<file path="config.mk">
export PLATFORM = sky130hd
export DESIGN_NAME = rr_arbiter_n
export DESIGN_NICKNAME = d
export VERILOG_FILES = /design/src/rtl/rr_arbiter_n.sv
export SDC_FILE = /design/constraint.sdc
export NUM_CORES = 1
export LEC_CHECK = 0
export CORE_AREA = 2 2 39 41
export CTS_BUF_LIST = sky130_fd_sc_hd__clkbuf_8
export DETAILED_ROUTE_END_ITERATION = 12
export DIE_AREA = 0 0 41 43
export GPL_TIMING_DRIVEN = 0
export MAX_ROUTING_LAYER = met4
export PLACE_DENSITY_LB_ADDON = 0.15
export SLEW_MARGIN = 20
export SYNTH_ARGS = -nofsm -noshare
export SYNTH_HDL_FRONTEND = slang
export SYNTH_SLANG_ARGS = --single-unit
</file>
<file path="constraint.sdc">
create_clock -name clk -period 2 [get_ports clk]
set_clock_uncertainty 0.15 [all_clocks]
set_input_delay 0.4 -clock clk [delete_from_list [all_inputs] [get_ports clk]]
set_output_delay 0.4 -clock clk [all_outputs]
set_load 0.01 [all_outputs]
</file>
<file path="src/rtl/rr_arbiter_n.sv">
// Round-robin arbiter for NUM_REQ requesters. The one-hot grant is registered.
// Supports an optional per-requester grant lock (hold) and a downstream stall (en).
module rr_arbiter_n #(
  parameter int unsigned NUM_REQ     = 4,
  parameter int unsigned INITIAL_PTR = 0,
  parameter bit          HOLD_EN     = 1'b1,
  localparam int unsigned IDX_W      = $clog2(NUM_REQ)
) (
  input  logic               clk,
  input  logic               reset,
  input  logic [NUM_REQ-1:0] rq,
  input  logic [NUM_REQ-1:0] hold,
  input  logic               en,
  output logic [NUM_REQ-1:0] gt,
  output logic               gt_valid,
  output logic [IDX_W-1:0]   gt_idx
);

  localparam logic [IDX_W-1:0] LAST_IDX  = IDX_W'(NUM_REQ - 1);
  localparam logic [IDX_W-1:0] RESET_PTR = IDX_W'(INITIAL_PTR);

  logic [IDX_W-1:0]   ptr;
  logic               lock_c;
  logic               found_c;
  logic [IDX_W-1:0]   win_idx_c;
  logic [NUM_REQ-1:0] win_oh_c;
  logic [IDX_W-1:0]   ptr_nxt_c;
  int unsigned        cand_c;

  // The current owner keeps its grant while it still requests and holds.
  always_comb begin
    lock_c = 1'b0;
    if (HOLD_EN) lock_c = |(gt & rq & hold);
  end

  // Wrapping search from ptr; the index wrap is explicit so any NUM_REQ works.
  always_comb begin
    found_c   = 1'b0;
    win_idx_c = '0;
    cand_c    = 0;
    for (int unsigned k = 0; k < NUM_REQ; k++) begin
      cand_c = int'(ptr) + k;
      if (cand_c >= NUM_REQ) cand_c = cand_c - NUM_REQ;
      if (!found_c && rq[IDX_W'(cand_c)]) begin
        found_c   = 1'b1;
        win_idx_c = IDX_W'(cand_c);
      end
    end
  end

  always_comb begin
    win_oh_c  = '0;
    win_oh_c[win_idx_c] = 1'b1;
    ptr_nxt_c = (win_idx_c == LAST_IDX) ? '0 : IDX_W'(win_idx_c + IDX_W'(1));
  end

  // Arbitration state; en low freezes everything.
  always_ff @(posedge clk or negedge reset) begin
    if (!reset) begin
      gt       <= '0;
      gt_valid <= 1'b0;
      gt_idx   <= '0;
      ptr      <= RESET_PTR;
    end else if (en && !lock_c) begin
      if (found_c) begin
        gt       <= win_oh_c;
        gt_valid <= 1'b1;
        gt_idx   <= win_idx_c;
        ptr      <= ptr_nxt_c;
      end else begin
        gt       <= '0;
        gt_valid <= 1'b0;
        gt_idx   <= '0;
      end
    end
  end

endmodule

</file>
==> results.py <==
metrics = {
    "worst_setup_path": {
        "cp-startpoint": "rq[3]",
        "rr_endpoint": "ptr[1]$_DFFE_PN0P_",
        "r2r_slack_ps": 260,
        "start_kind": "input pin",
        "crit_path_cell_trace": "clkdlybuf4s50_1 -> or4_4 -> nand3_2 -> nor2_2 -> mux2_4",
        "slowest_delay_ps": 590,
        "reg2reg_depth": 5,
        "setup.worst_path.end_class": "register",
        "r2r-start": "ptr[1]$_DFFE_PN0P_",
        "critPathTopFamily": "simple AND/OR/NAND/NOR gates",
        "arrival_ps": 1930,
        "path_max_fanout": 5,
        "slowest_stage": "or4_4",
        "cp.required_ps": 1960,
        "crit_type": "in2reg",
        "cp_num_buf_inv": 1,
    },
    "grt": {
        "grt_antenna_before_repair": 0,
        "grt_pass1_vias": 430,
        "grt_overflow_total": 0,
        "grt_pass1_wl_um": 1830,
        "grt_usage": 0.155,
        "grt_max_degree": 11,
    },
    "logic_synthesis": {
        "syn_area_um2": 534,
        "syn_area_per_cell_um2": 9.71,
        "synth_simple_gate_area_frac": 0.169,
        "ys_seq_elements": 9,
        "yosys_warnings": 0,
        "postSynthCellCount": 55,
        "synthMuxAreaShare": 0.0890,
        "synth_top_family_by_area": "compound AO/OA/AOI/OAI gates",
        "ys_types": 19,
        "synth_xor_area_frac": 0,
        "synth-adder-area-share": 0.0937,
        "yosysSeqAreaShare": 0.422,
        "synth-compound-area-share": 0.192,
        "mappedNetlistNets": 70,
    },
    "route": {
        "ant_nets": 0,
        "route.detailed.drc": 0,
        "drt-vias-per-instance": 5.23,
        "first_pass_iters": 4,
        "vias": 481,
        "wl_per_cell_um": 12.7,
        "drt_iter0_markers": 4,
        "totalWireLength_um": 1160,
    },
    "placement": {
        "dp_hpwl_um": 864,
        "port_buffers": 17,
        "gp_congestion": 0.753,
        "post-place-ws_ps": -374,
        "placed_area_um2": 724,
    },
    "sta": {
        "finalHoldViolations": 0,
        "setup_viol": 0,
        "layout_setup_ws_ps": 30.6,
        "layout_min_cycle_time_ps": 1970,
        "fmax_ghz": 0.508,
        "period_share": 0.985,
        "drv_slew": 0,
        "worstMarginPinSlew_ps": 405,
        "setup_tns_ps": 0,
        "relSlewSlack": 0.729,
    },
    "cells_and_area": {
        "multi_input_area_um2": 308,
        "fill_cells": 143,
        "nNetsFinal": 92,
        "diodes": 0,
        "fin_util": 0.567,
        "syn2layout_area_growth_pct": 46.8,
        "drive_gt1_frac": 0.158,
        "post-route-cell-area_um2": 785,
        "regArea_um2": 225,
    },
    "power_and_ir_drop": {
        "max-vdd-ir-drop_mv": 0.606,
        "p_leak_nw": 0.349,
        "power.density_mw_per_mm2": 1340,
    },
    "clocking": {
        "cts_buffers": 3,
        "clkLatencyLatePin_ps": 230,
        "clock-root-buffer": "clkbuf_8",
        "ctsHoldBuffers": 0,
        "clk_path_buf_depth": 2,
        "clock-sinks": 9,
        "cts_resized": 5,
        "cts.clk_slew.worst_paths_ps": 40,
        "post-cts-setup-buffer-count": 0,
        "h-tree-depth": 1,
        "tritoncts": "done",
    },
    "hold_path": {
        "hp-class": "in2async",
    },
    "outcome": {
        "status": "finished, final reports clean",
    },
    "floorplan": {
        "die_h_um": 43,
        "core-area_mm2": 0.00138,
        "row_count": 14,
        "dieArea_mm2": 0.00176,
        "pin_count": 18,
        "die-width_um": 41,
        "initial_core_util": 0.386,
    },
    "flow_run": {
        "cap_violations": 0,
    },
}
-- flip-flops by register name, summed over array words and instances (netlist names) --
register / flops
gt_valid: 1
gt_idx: 2
ptr: 2
gt: 4
-- worst max-delay path by stage --
stage	depth (start not counted)	slack [ps]	endpoint
6_report	5	30	ptr[1]$_DFFE_PN0P_
2_1_floorplan	5	280	ptr[1]$_DFFE_PN0P_
4_1_cts	6	40	ptr[1]$_DFFE_PN0P_
3_3_place_gp	6	-350	ptr[1]$_DFFE_PN0P_
5_1_grt	6	-3	ptr[1]$_DFFE_PN0P_
3_5_place_dp	6	-370	ptr[1]$_DFFE_PN0P_
-- worst reg2reg max path, stage by stage, from the launching register on --
cell and delay (ps):
dfrtp_1 430, mux2i_1 140, a32o_1 240, nor2_4 160, ha_1 250, mux2_4 250
-- layer usage --
layer	wire length (µm)	global-route usage
met3	77	0.0157
met4	14	0.0800
met2	480	0.206
met1	591	0.227
met5	0	-
-- cell usage after synthesis, drive strengths merged --
cell / instances / area (µm²)
inv: 4 / 15.0
o31ai: 4 / 30.0
or4: 1 / 11.3
o21ai: 6 / 30.0
mux2: 3 / 37.5
nand2: 6 / 22.5
nor2: 3 / 13.8
nand3b: 1 / 7.51
nand3: 6 / 35.0
a32o: 1 / 10.0
a2bb2oi: 2 / 17.5
ha: 4 / 50.1
clkbuf: 1 / 3.75
mux2i: 1 / 10.0
a21oi: 3 / 15.0
dfrtp: 9 / 225
-- final cells by class --
| cell class | count | area share |
|---|---|---|
| clock inverters | 1 | 0.00478 |
| clock buffers | 3 | 0.0526 |
| well taps | 16 | 0.0255 |
| plain buffers | 1 | 0.00478 |
| flip-flops and latches | 9 | 0.287 |
| multi-input cells | 41 | 0.392 |
| inverters | 4 | 0.0191 |
| repair buffers | 17 | 0.214 |
-- through the flow --
stage | cells | total power, mW | hold slack (ps)
floorplan | 55 | 0.610 | -45.6
global placement | 88 | 0.822 | 343
detailed placement | 88 | 0.829 | 350
CTS | 92 | 1.06 | 340
global route | 92 | 1.13 | 371
finish | 92 | 1.05 | 317
-- where the power goes --
group | switching, mW | leakage, nW | internal, mW
combinational | 0.223 | 0.213 | 0.282
sequential | 0.0664 | 0.110 | 0.273
clock | 0.0694 | 0.0269 | 0.133
-- layout by cell type (no fill, tap or decap) --
cell type,count
nand3_1,5
nand3b_1,1
or4_4,1
nand2_1,6
ha_1,4
a32o_1,1
clkbuf_8,3
a2bb2oi_1,1
a2bb2oi_2,1
nor2_4,1
mux2_2,2
dfrtp_1,9
o21ai_0,6
nor2_2,1
a21oi_1,2
nor2_1,1
dlygate4sd2_1,2
clkdlybuf4s50_1,15
clkbuf_1,1
nand3_2,1
mux2i_1,1
mux2_4,1
o31ai_1,4
inv_1,5
a21oi_2,1
-- cell families (layout without fill, tap and decap cells) --
family,count (synthesis),after routing
flip-flops,9,9
buffers and inverters,5,26
AO/OA/AOI/OAI,16,16
AND/OR/NAND/NOR,17,17
multiplexers,4,4
adder cells (fa/ha/maj),4,4
No activity file was read; power rests on OpenSTA's default activity.
